`src/rtl/cs_decode_pkg.sv`:
```
// Shared types, state encodings, default memory map and priority encoder
// for the cs_decode_ws address decoder.
package cs_decode_pkg;

    localparam int MAX_CS = 32;

    localparam logic [1:0] ST_IDLE   = 2'd0;
    localparam logic [1:0] ST_WAIT   = 2'd1;
    localparam logic [1:0] ST_ACTIVE = 2'd2;
    localparam logic [1:0] ST_MISS   = 2'd3;

    // Default map: region 0 in the LSBs
    localparam logic [63:0] DEF_REGION_BASE = {16'h5000, 16'h6000, 16'h0000, 16'h8000};
    localparam logic [63:0] DEF_REGION_MASK = {16'hF000, 16'hE000, 16'hC000, 16'h8000};
    localparam logic [11:0] DEF_REGION_WS   = {3'd3, 3'd2, 3'd0, 3'd1};

    typedef struct packed {
        logic       found;
        logic [4:0] idx;
    } enc_t;

    // Lowest set bit wins, so overlapping regions resolve to the smaller index.
    function automatic enc_t prio_enc(input logic [MAX_CS-1:0] hits);
        enc_t r;
        r.found = 1'b0;
        r.idx   = '0;
        for (int i = MAX_CS - 1; i >= 0; i--) begin
            if (hits[i]) begin
                r.found = 1'b1;
                r.idx   = 5'(i);
            end
        end
        return r;
    endfunction

endpackage

```
`src/rtl/cs_decode_ws_phi2_sync.sv`:
```
// Two-flop synchroniser for the CPU PHI2 clock plus an edge-detect flop
// that produces single-clk rise/fall pulses.
module phi2_sync (
    input  logic clk,
    input  logic rst,
    input  logic async_in,
    output logic level,
    output logic rise,
    output logic fall
);

    logic [2:0] sync_reg;

    always_ff @(posedge clk) begin
        if (rst) begin
            sync_reg <= '0;
        end else begin
            sync_reg <= {sync_reg[1:0], async_in};
        end
    end

    assign level = sync_reg[1];
    assign rise  = sync_reg[1] & ~sync_reg[2];
    assign fall  = ~sync_reg[1] & sync_reg[2];

endmodule

```
`src/rtl/cs_decode_ws.sv`:
```
// 6502 address decoder with registered chip selects and OE/WE strobes.
// Define WAIT_STATE_EN to build the per-region wait-state counter and RDY stretch.
module cs_decode_ws
    import cs_decode_pkg::*;
#(
    parameter int                       ADDR_W      = 16,
    parameter int                       NUM_CS      = 4,
    parameter int                       WS_W        = 3,
    parameter logic [NUM_CS*ADDR_W-1:0] REGION_BASE = DEF_REGION_BASE,
    parameter logic [NUM_CS*ADDR_W-1:0] REGION_MASK = DEF_REGION_MASK,
    parameter logic [NUM_CS*WS_W-1:0]   REGION_WS   = DEF_REGION_WS
) (
    input  logic                       clk,
    input  logic                       rst,
    input  logic                       phi2,
    input  logic [ADDR_W-1:0]          addr,
    input  logic                       rw,
    output logic [NUM_CS-1:0]          cs_n,
    output logic                       oe_n,
    output logic                       we_n,
    output logic                       rdy,
    output logic [$clog2(NUM_CS)-1:0]  hit_idx,
    output logic                       miss
);

    localparam int IDX_W = $clog2(NUM_CS);

    logic phi2_level;
    logic phi2_rise;
    logic phi2_fall;

    phi2_sync u_phi2_sync (
        .clk      (clk),
        .rst      (rst),
        .async_in (phi2),
        .level    (phi2_level),
        .rise     (phi2_rise),
        .fall     (phi2_fall)
    );

    logic [MAX_CS-1:0] hits;
    enc_t              enc;
    logic [IDX_W-1:0]  enc_idx;

    genvar gi;
    generate
        for (gi = 0; gi < MAX_CS; gi++) begin : g_match
            if (gi < NUM_CS) begin : g_used
                assign hits[gi] = ((addr & REGION_MASK[gi*ADDR_W +: ADDR_W])
                                   == REGION_BASE[gi*ADDR_W +: ADDR_W]);
            end else begin : g_unused
                assign hits[gi] = 1'b0;
            end
        end
    endgenerate

    assign enc     = prio_enc(hits);
    assign enc_idx = IDX_W'(enc.idx);

`ifdef WAIT_STATE_EN
    logic [WS_W-1:0] ws_tab [NUM_CS];
    logic [WS_W-1:0] cnt_reg;

    generate
        for (gi = 0; gi < NUM_CS; gi++) begin : g_ws
            assign ws_tab[gi] = REGION_WS[gi*WS_W +: WS_W];
        end
    endgenerate
`endif

    logic [1:0]        state_reg, state_next;
    logic [IDX_W-1:0]  hit_reg, hit_next;
    logic              rw_reg, rw_next;
    logic [NUM_CS-1:0] cs_n_reg, cs_n_next;
    logic              oe_n_reg, oe_n_next;
    logic              we_n_reg, we_n_next;
    logic              miss_reg, miss_next;
    logic              sel_next;

    always_comb begin
        state_next = state_reg;
        hit_next   = hit_reg;
        rw_next    = rw_reg;
        case (state_reg)
            ST_IDLE: begin
                if (phi2_rise) begin
                    rw_next = rw;
                    if (!enc.found) begin
                        state_next = ST_MISS;
                    end else begin
                        hit_next = enc_idx;
`ifdef WAIT_STATE_EN
                        state_next = (ws_tab[enc_idx] == '0) ? ST_ACTIVE : ST_WAIT;
`else
                        state_next = ST_ACTIVE;
`endif
                    end
                end
            end
            ST_WAIT: begin
`ifdef WAIT_STATE_EN
                if (cnt_reg <= WS_W'(1)) begin
                    state_next = ST_ACTIVE;
                end
`else
                state_next = ST_IDLE;
`endif
            end
            // A rise here means the fall was missed; drop back and decode afresh.
            ST_ACTIVE: begin
                if (phi2_fall || phi2_rise) begin
                    state_next = ST_IDLE;
                end
            end
            default: state_next = ST_IDLE;
        endcase
    end

    // Outputs are registered from the next state so they switch together.
    always_comb begin
        sel_next  = (state_next == ST_ACTIVE) || (state_next == ST_WAIT);
        cs_n_next = sel_next ? ~(NUM_CS'(1) << hit_next) : '1;
        oe_n_next = !(sel_next && rw_next);
        we_n_next = !((state_next == ST_ACTIVE) && !rw_next && phi2_level);
        miss_next = (state_next == ST_MISS);
    end

    always_ff @(posedge clk) begin
        if (rst) begin
            state_reg <= ST_IDLE;
            hit_reg   <= '0;
            rw_reg    <= 1'b1;
            cs_n_reg  <= '1;
            oe_n_reg  <= 1'b1;
            we_n_reg  <= 1'b1;
            miss_reg  <= 1'b0;
        end else begin
            state_reg <= state_next;
            hit_reg   <= hit_next;
            rw_reg    <= rw_next;
            cs_n_reg  <= cs_n_next;
            oe_n_reg  <= oe_n_next;
            we_n_reg  <= we_n_next;
            miss_reg  <= miss_next;
        end
    end

`ifdef WAIT_STATE_EN
    logic rdy_reg;

    always_ff @(posedge clk) begin
        if (rst) begin
            cnt_reg <= '0;
            rdy_reg <= 1'b1;
        end else begin
            rdy_reg <= (state_next != ST_WAIT);
            if (state_reg == ST_IDLE && state_next == ST_WAIT) begin
                cnt_reg <= ws_tab[enc_idx];
            end else if (state_reg == ST_WAIT) begin
                cnt_reg <= cnt_reg - WS_W'(1);
            end
        end
    end

    assign rdy = rdy_reg;
`else
    assign rdy = 1'b1;
`endif

    assign cs_n    = cs_n_reg;
    assign oe_n    = oe_n_reg;
    assign we_n    = we_n_reg;
    assign hit_idx = hit_reg;
    assign miss    = miss_reg;

endmodule

```
`config.mk`:
```
export PLATFORM = sky130hd
export DESIGN_NAME = cs_decode_ws
export DESIGN_NICKNAME = d
export VERILOG_FILES = /design/src/rtl/cs_decode_pkg.sv /design/src/rtl/cs_decode_ws_phi2_sync.sv /design/src/rtl/cs_decode_ws.sv
export SDC_FILE = /design/constraint.sdc
export NUM_CORES = 1
export LEC_CHECK = 0
export BUFFER_PORTS_ARGS = -buffer_cell sky130_fd_sc_hd__buf_2
export CORE_AREA = 2 2 51 53
export CTS_CLUSTER_SIZE = 25
export DETAILED_ROUTE_END_ITERATION = 10
export DIE_AREA = 0 0 53 55
export SLEW_MARGIN = 20
export SYNTH_ARGS = -nofsm -noshare
export SYNTH_HDL_FRONTEND = slang
export SYNTH_SLANG_ARGS = --single-unit
```
`constraint.sdc`:
```
create_clock -name clk -period 2.8 [get_ports clk]
set_clock_uncertainty 0.1 [all_clocks]
set_input_delay 0.14 -clock clk [delete_from_list [all_inputs] [get_ports clk]]
set_output_delay 0.14 -clock clk [all_outputs]
set_load 0.005 [all_outputs]
```
==> results of run 1 <==
report_power, final:
| group | switching (mW) | leakage, nW | internal [mW] |
|---|---|---|---|
| Clock | 0.0640 | 0.0150 | 0.0551 |
| Sequential | 0.00268 | 0.122 | 0.219 |
| Combinational | 0.0179 | 0.156 | 0.0169 |
| Total | 0.0846 | 0.293 | 0.291 |
critical path: cells and delay by family, from the launching register on:
family / cells / cell delay, ns
adder cells (fa/ha/maj): 2 / 0.53
flip-flops: 1 / 0.34
AND/OR/NAND/NOR: 3 / 1.10
final cells by class:
type,instances,area (sq um),share of cell area [%]
Multi-Input combinational cell,34,246.5,34.62
Inverter,3,11.26,1.582
Clock buffer,4,26.28,3.691
Timing Repair Buffer,17,90.09,12.65
Tap cell,30,37.54,5.272
Sequential cell,15,300.3,42.18
timing repair:
item                                    in CTS  in global routing
resized for setup                            0                  0
hold buffers                                 1                  0
hold endpoints to repair                     1                  0
endpoints found under the setup margin       0                  0
cell usage in the layout, fill, tap and decap left out:
cell,count
conb_1,1
a22oi_2,1
mux2i_1,1
nor2b_1,5
o21ai_2,1
o21ai_1,1
or4_1,1
nand3_1,3
a21oi_1,1
inv_1,3
dlygate4sd3_1,1
nand4b_1,1
nor3_2,1
nor2_1,6
nand2b_1,3
o211ai_2,1
ha_1,3
dfxtp_1,15
nand2_1,1
buf_2,16
nand3b_1,2
clkbuf_4,3
nor3b_4,1
clkbuf_1,1
through the flow:
step | hold WS, ns | power [mW] | util [%] | setup slack, ns | area, sq um
2_1_floorplan | 0.1464 | 0.2489 | - | 0.8105 | 569.3
3_3_place_gp | 0.2513 | 0.2606 | 28.57 | 0.6516 | 675.6
3_5_place_dp | 0.2558 | 0.2612 | 28.57 | 0.6266 | 675.6
4_1_cts | 0.03779 | 0.3806 | 30.11 | 0.6192 | 711.9
5_1_grt | 0.07433 | 0.3977 | 30.11 | 0.4770 | 711.9
6_report | 0.04429 | 0.3758 | 30.11 | 0.6213 | 711.9
cell families after synthesis:
family	count (synthesis)	share of synthesized area (%)
compound gates	5	7.690
fa+ha+maj	3	6.594
buf+inv	5	3.956
flops	15	52.75
mux	1	1.758
other cells	1	0.6587
simple gates	24	26.59
final timing paths:
check | end
setup / recovery | cs_n[3]
hold / removal | rw_reg
setup reg to reg | cs_n[3]
hold reg to reg | u_phi2_sync.sync_reg[1]
metal layers:
layer	wire, um	up-vias	GRT usage (%)
met4	0	0	3.846
met5	0	-	0
met1	514	184	10.33
met3	35	0	1.613
li1	-	215	-
met2	413	8	10.42
==> metrics.csv, run 1 <==
metric;value;unit
max_freq;459.0;MHz
synthFlopType;dfxtp_1;
timing.rr.start;u_phi2_sync.sync_reg[1];
synth-async-reset-ratio;0;%
path_common_cell;ha_1;
gp_congestion;0.7137;
route.vias.total;407;
syn_to_final_growth;25.05;%
ys_seq_area_share;52.75;%
synth_edf_count;0;
leakagePower;0.2934;nW
worstHoldPathCells;3;
drt_pass1_iterations;4;
final-hold-violation-count;0;
ff2ff_setup_slack;0.62;ns
die_x;53;um
fin_cells;103;
fin_crit_sh;77.81;%
grt_setup_unrepaired;no;
grt_usage;7.339;%
die_h;55;um
required;2.86;ns
yosys-top-cells-area;dfxtp_1 53%, ha_1 6.6%, nor2b_1 5.5%, nor2_1 4.0%, nand2b_1 3.3%;
hold_start;rw;
status;finished, final reports clean;
period_needed;2.179;ns
ys_ff_latch;15;
min_path_type;in2reg;
drc_errors;0;
synth_commonest_cells;15 x dfxtp_1, 6 x nor2_1, 5 x nor2b_1;
first_global_vias;368;
rows;18;
slowest_stage;or4_1;
cts_buffers;3;
crit_fanout;6;
synth_cells;54;
antenna_left;0;
cts_tree;built;
finalSetupTns;0;ns
yosys.area.top_type;dfxtp_1;
syn_area_per_cell;10.54;sq um
grt.overflow.total;0;
wl_per_cell;9.350;um
worst_setup_path_startpoint;u_phi2_sync.sync_reg[1];
slowest_delay;0.51;ns
dieArea;2915;sq um
crit_type;reg2reg;
grt_pass1_wl;1.531;mm
synth.most_common_cell;dfxtp_1;
setup_violations;0;
n_antenna_cell;0;
wl;963;um
cts.reportedPaths.clkPinSlew;0.09;ns
crit_arrival;2.24;ns
synth_nets;77;
cts_num_sinks;15;
ctsLongestPathBuffers;2;
io_buffer_count;16;
fill_cells;254;
drt_iter0_markers;7;
hpwl;733.9;um
syn-cell-area;569.3;sq um
cts_setup_buffers;0;
powerDensity;527.9;nW/um^2
initial_core_util;24.07;%
root_buffer;clkbuf_4;
grt_max_degree;12;
synth-warning-count;0;
peakVddDrop;0.2364;mV
start_kind;register;
synth_top_area_share;52.75;%
antenna_found_initial;0;
largest_reg_flops;4;
post-place-cells;98;
core;2365;sq um
cp_cell_sequence;ha_1 -> nor3b_4 -> nand4b_1 -> ha_1 -> or4_1;
finalMaxSlewViolations;0;
viasPerCell;3.951;
fin_nets;97;
ioPinCount;30;
clk_latency;0.27;ns
synthDistinctLibCells;22;
drv_cap;0;
r2r_cells;5;
h-tree-depth;1;
drive_gt1_share;32.88;%
crit_path_end_kind;register;
No activity file was read; power rests on OpenSTA's default activity.
==> run 2, diff against run 1 <==
- ABC_AREA: default -> 1
- CORE_AREA: 2 2 51 53 -> 2 2 54 56
- DIE_AREA: 0 0 53 55 -> 0 0 56 58
- clock period: 2.8 -> 1.85 ns (I/O delays scaled with it)
==> metrics.csv, run 2 <==
metric;value;unit;change
synth-warning-count;0;;unchanged
n_antenna_cell;0;;unchanged
synth_commonest_cells;15 x dfxtp_1, 12 x inv_1, 11 x nand2_1;;was 15 x dfxtp_1, 6 x nor2_1, 5 x nor2b_1
fin_cells;131;;was 103
peakVddDrop;0.3685;mV;was 0.2364 mV
hpwl;871.7;um;was 733.9 um
route.vias.total;524;;was 407
drt_iter0_markers;3;;was 7
synth_edf_count;0;;unchanged
fin_nets;124;;was 97
cts_buffers;3;;unchanged
synthDistinctLibCells;22;;unchanged
ys_ff_latch;15;;unchanged
root_buffer;clkbuf_4;;unchanged
syn-cell-area;631.9;sq um;was 569.3 sq um
syn_to_final_growth;31.68;%;was 25.05%
dieArea;3248;sq um;was 2915 sq um
antenna_found_initial;0;;unchanged
cts.reportedPaths.clkPinSlew;0.08;ns;was 0.09 ns
period_needed;1.713;ns;was 2.179 ns
crit_arrival;1.79;ns;was 2.24 ns
finalPower;0.5830;mW;was 0.3758 mW
wl;1.109;mm;was 963 um
grt_usage;7.855;%;was 7.339%
max_freq;583.8;MHz;was 459.0 MHz
synth_top_area_share;47.52;%;was 52.75%
viasPerCell;4.000;;was 3.951
first_global_vias;528;;was 368
fin_crit_sh;92.59;%;was 77.81%
synth-async-reset-ratio;0;%;unchanged
layout_common_cells;16 x buf_2, 15 x dfxtp_1, 12 x inv_1;;was 16 x buf_2, 15 x dfxtp_1, 6 x nor2_1
drive_gt1_share;35.00;%;was 32.88%
drt_pass1_iterations;4;;unchanged
crit_path_end_kind;register;;unchanged
wl_per_cell;8.466;um;was 9.350 um
clk_latency;0.28;ns;was 0.27 ns
antenna_left;0;;unchanged
post-place-cells;123;;was 98
leakagePower;0.3751;nW;was 0.2934 nW
mostFrequentLayoutCell;buf_2;;unchanged
drc_errors;0;;unchanged
synthFlopType;dfxtp_1;;unchanged
grt_setup_unrepaired;no;;unchanged
setup_violations;0;;unchanged
synth.most_common_cell;dfxtp_1;;unchanged
gp_congestion;0.7999;;was 0.7137
ctsLongestPathBuffers;2;;unchanged
core;2663;sq um;was 2365 sq um
finalMaxSlewViolations;0;;unchanged
ioPinCount;30;;unchanged
min_path_type;in2reg;;unchanged
drv_cap;0;;unchanged
start_kind;register;;unchanged
syn_area_per_cell;8.206;sq um;was 10.54 sq um
p_int;0.4460;mW;was 0.2912 mW
crit_type;reg2reg;;unchanged
grt_max_degree;11;;was 12
initial_core_util;23.73;%;was 24.07%
ys_seq_area_share;47.52;%;was 52.75%
cts_tree;built;;unchanged
synth_nets;100;;was 77
switching_share;23.50;%;was 22.51%
final-hold-violation-count;0;;unchanged
whs;0.05529;ns;was 0.04429 ns
pwr-share-seq;57.5;%;was 59.0%
grt.overflow.total;0;;unchanged
yosys.area.top_type;dfxtp_1;;unchanged
synth_cells;77;;was 54
switchingPower;0.1370;mW;was 0.08459 mW
finalSetupTns;0;ns;unchanged
yosys-top-cells-area;dfxtp_1 48%, inv_1 7.1%, nand2_1 6.5%, ha_1 5.9%, nor2_1 5.3%;;was dfxtp_1 53%, ha_1 6.6%, nor2b_1 5.5%, nor2_1 4.0%, nand2b_1 3.3%
powerDensity;700.7;nW/um^2;was 527.9 nW/um^2
placed_area;745.7;sq um;was 675.6 sq um
die_x;56;um;was 53 um
required;1.92;ns;was 2.86 ns
final_area;832.0;sq um;was 711.9 sq um
largest_reg_flops;4;;unchanged
h-tree-depth;1;;unchanged
status;finished, final reports clean;;unchanged
grt_pass1_wl;1.959;mm;was 1.531 mm
crit_fanout;4;;was 6
rows;19;;was 18
io_buffer_count;16;;unchanged
die_h;58;um;was 55 um
p_clk_share;30.8;%;was 31.7%
cts_num_sinks;15;;unchanged
combPwrFrac;11.6;%;was 9.3%
[run 2: cell types whose count changed in the layout (fill, tap and decap cells not counted), moves of 2 or more]
cell | before | now
nor2_1 | 6 | 8
nand3_1 | 3 | 5
nand2_2 | 0 | 4
nor2_4 | 0 | 2
a21oi_2 | 0 | 2
nor2_2 | 0 | 2
dlygate4sd3_1 | 1 | 4
nand2_1 | 1 | 11
nand2b_1 | 3 | 0
nor2b_1 | 5 | 0
inv_1 | 3 | 12
[run 2: worst max-delay path, cell delays in order, from the launching register on]
cell and delay (ns):
dfxtp_1 0.38, ha_4 0.17, nand2_4 0.08, nor2_4 0.13, inv_2 0.05, ha_1 0.28, nor2_1 0.11, inv_1 0.09
or2_1 0.23
[run 2: power groups by stage]
| stage | Clock, mW | Sequential [mW] | Combinational (mW) |
|---|---|---|---|
| 2_1_floorplan | 0 | 0.343 | 0.0399 |
| 3_3_place_gp | 0 | 0.343 | 0.0580 |
| 3_5_place_dp | 0 | 0.343 | 0.0596 |
| 4_1_cts | 0.194 | 0.335 | 0.0660 |
| 5_1_grt | 0.206 | 0.337 | 0.0773 |
| 6_report | 0.180 | 0.335 | 0.0678 |
[run 2: path summary, 6_finish.rpt]
path / from / end / slack, ns / depth (start not counted)
max reg2reg: u_phi2_sync.sync_reg[1] / oe_n / 0.14 / 8
min reg2reg: u_phi2_sync.sync_reg[0] / u_phi2_sync.sync_reg[1] / 0.31 / 2
max: u_phi2_sync.sync_reg[1] / oe_n / 0.14 / 8
min: addr[15] / hit_idx[0] / 0.06 / 4
[run 2: area by class of cell]
class | instances | area (sq um)
inverter | 14 | 55.05
fill | 279 | 1831
sequential | 15 | 300.3
clock buffer | 4 | 26.28
tap | 31 | 38.79
timing repair buffer | 21 | 127.6
multi-input combinational | 46 | 284.0
[run 2: cells by family after synthesis]
kind of cell               count (synthesis)  share of synthesized area [%]
other                                      1                         0.5935
AOI/OAI and AO/OA                          7                          7.723
and+or+nand+nor                           35                          27.52
adders and majority gates                  3                          5.941
buffers and inverters                     16                          10.69
DFF                                       15                          47.53
[run 2: per-layer routing]
metal  track usage [%]  part of all wire, %
met5                 0                    0
met2             13.78                   50
met1             7.713                   42
met4             3.061                 0.81
met3             4.464                  6.9
[run 2: what timing repair did]
action | in CTS | in global routing
hold buffers | 4 | 0
endpoints found under the setup margin | 0 | 5
gates resized for setup | 0 | 4
buffers inserted | 0 | 0
endpoints found under the hold margin | 9 | 0
[run 2: metrics by stage]
| stage | setup WS, ns | util [%] |
|---|---|---|
| 3_5_place_dp | 0.06639 | 28.01 |
| 6_report | 0.1370 | 31.25 |
| 4_1_cts | 0.05428 | 30.50 |
| 3_3_place_gp | 0.08348 | 28.01 |
| 5_1_grt | 0.006269 | 31.25 |
| 2_1_floorplan | 0.1766 | - |
==> run 3, diff against run 2 <==
- clock period: 1.85 -> 1.5 ns (I/O delays scaled with it)
==> metrics.csv, run 3 (synthesis results as in run 2) <==
metric;value;unit;change
cts_buffers;3;;unchanged
cts_tree;built;;unchanged
leakagePower;0.4325;nW;was 0.3751 nW
antenna_found_initial;0;;unchanged
status;finished with violations;;was finished, final reports clean
post-place-cells;132;;was 123
drc_errors;0;;unchanged
finalMaxSlewViolations;0;;unchanged
drv_cap;0;;unchanged
drive_gt1_share;50.00;%;was 35.00%
fill_cells;280;;was 279
wl;1.273;mm;was 1.109 mm
powerDensity;786.3;nW/um^2;was 700.7 nW/um^2
fin_util;36.04;%;was 31.25%
whs;0.07632;ns;was 0.05529 ns
layout_common_cells;16 x buf_2, 13 x dfxtp_1, 13 x buf_4;;was 16 x buf_2, 15 x dfxtp_1, 12 x inv_1
root_buffer;clkbuf_4;;unchanged
cts_num_sinks;15;;unchanged
grt_pass1_wl;2.339;mm;was 1.959 mm
required;1.57;ns;was 1.92 ns
route.vias.total;574;;was 524
start_kind;register;;unchanged
cts.reportedPaths.clkPinSlew;0.08;ns;about the same
fin_nets;136;;was 124
min_path_type;in2reg;;unchanged
post-place-ws;-0.1288;ns;was 0.06639 ns
die_h;58;um;unchanged
gp_congestion;0.7706;;was 0.7999
io_buffer_count;16;;unchanged
final-hold-violation-count;0;;unchanged
core;2663;sq um;unchanged
setup_violations;6;;was 0
n_antenna_cell;0;;unchanged
hpwl;963;um;was 871.7 um
crit_fanout;3;;was 4
crit_path_end_kind;register;;unchanged
drt_pass1_iterations;2;;was 4
antenna_left;0;;unchanged
wl_per_cell;8.902;um;was 8.466 um
grt_setup_unrepaired;yes;;was no
drt_iter0_markers;3;;unchanged
period_needed;1.594;ns;was 1.713 ns
initial_core_util;23.73;%;unchanged
rows;19;;unchanged
fin_crit_sh;106.3;%;was 92.59%
crit_type;reg2reg;;unchanged
clk_latency;0.28;ns;about the same
syn_to_final_growth;51.88;%;was 31.68%
max_freq;627.3;MHz;was 583.8 MHz
grt_max_degree;11;;unchanged
grt.overflow.total;0;;unchanged
h-tree-depth;1;;unchanged
worst_slack;-0.09403;ns;was 0.1370 ns
failed_checks;setup timing;;
dieArea;3248;sq um;unchanged
first_global_vias;619;;was 528
peakVddDrop;0.6209;mV;was 0.3685 mV
largest_reg_flops;4;;unchanged
viasPerCell;4.014;;was 4.000
crit_arrival;1.67;ns;was 1.79 ns
fin_cells;143;;was 131
finalSetupTns;-0.3151;ns;was 0 ns
grt_usage;9.548;%;was 7.855%
mostFrequentLayoutCell;buf_2;;unchanged
ctsLongestPathBuffers;2;;unchanged
die_x;56;um;unchanged
ioPinCount;30;;unchanged
## run 3: what timing repair did
item / 4_1_cts / 5_1_grt
setup endpoints to repair: 5 / 6
gates resized for setup: 4 / 6
pin swaps: 2 / 3
endpoints found under the hold margin: 7 / 0
setup buffers: 3 / 0
hold buffers: 4 / 0
## run 3: area by class of cell
type / count / area (sq um) / share of cell area (%)
clock buffer: 4 / 26.28 / 2.738
inverter: 14 / 55.05 / 5.737
tap: 31 / 38.79 / 4.042
timing repair buffer: 33 / 217.7 / 22.69
multi-input combinational: 46 / 319.1 / 33.25
sequential: 15 / 302.8 / 31.55
## run 3: final timing paths
check	end	start	slack, ns	depth (start not counted)
setup / recovery	oe_n	u_phi2_sync.sync_reg[2]	-0.09	8
hold / removal	cs_n[0]	addr[14]	0.08	5
setup reg to reg	oe_n	u_phi2_sync.sync_reg[2]	-0.09	8
hold reg to reg	u_phi2_sync.sync_reg[1]	u_phi2_sync.sync_reg[0]	0.30	2
## run 3: through the flow
stage               total power [mW]  area (sq um)
floorplan                     0.4751         650.6
global placement              0.5109         832.0
detailed placement            0.5130         832.0
CTS                           0.7543         934.6
global route                  0.8034         959.7
finish                        0.7546         959.7
## run 3: power breakdown
group / internal [mW] / total (mW) / switching, mW / leakage (nW)
logic: 0.0602 / 0.115 / 0.0552 / 0.295
registers: 0.409 / 0.414 / 0.00496 / 0.123
clock network: 0.103 / 0.225 / 0.122 / 0.0150
## run 3: per-layer routing
metal	vias up	GRT usage [%]	wire, um
met5	-	0	0
met4	0	3.061	29
met3	4	4.464	89
met2	13	18.66	709
met1	256	8.678	444
li1	301	-	-
## run 3: critical path, stage by stage (launching register included)
cell	delay, ns
dfxtp_2	0.33
inv_2	0.04
ha_4	0.24
nand3b_1	0.10
nand2_2	0.12
ha_4	0.21
nor2_4	0.10
inv_2	0.05
or2_1	0.21
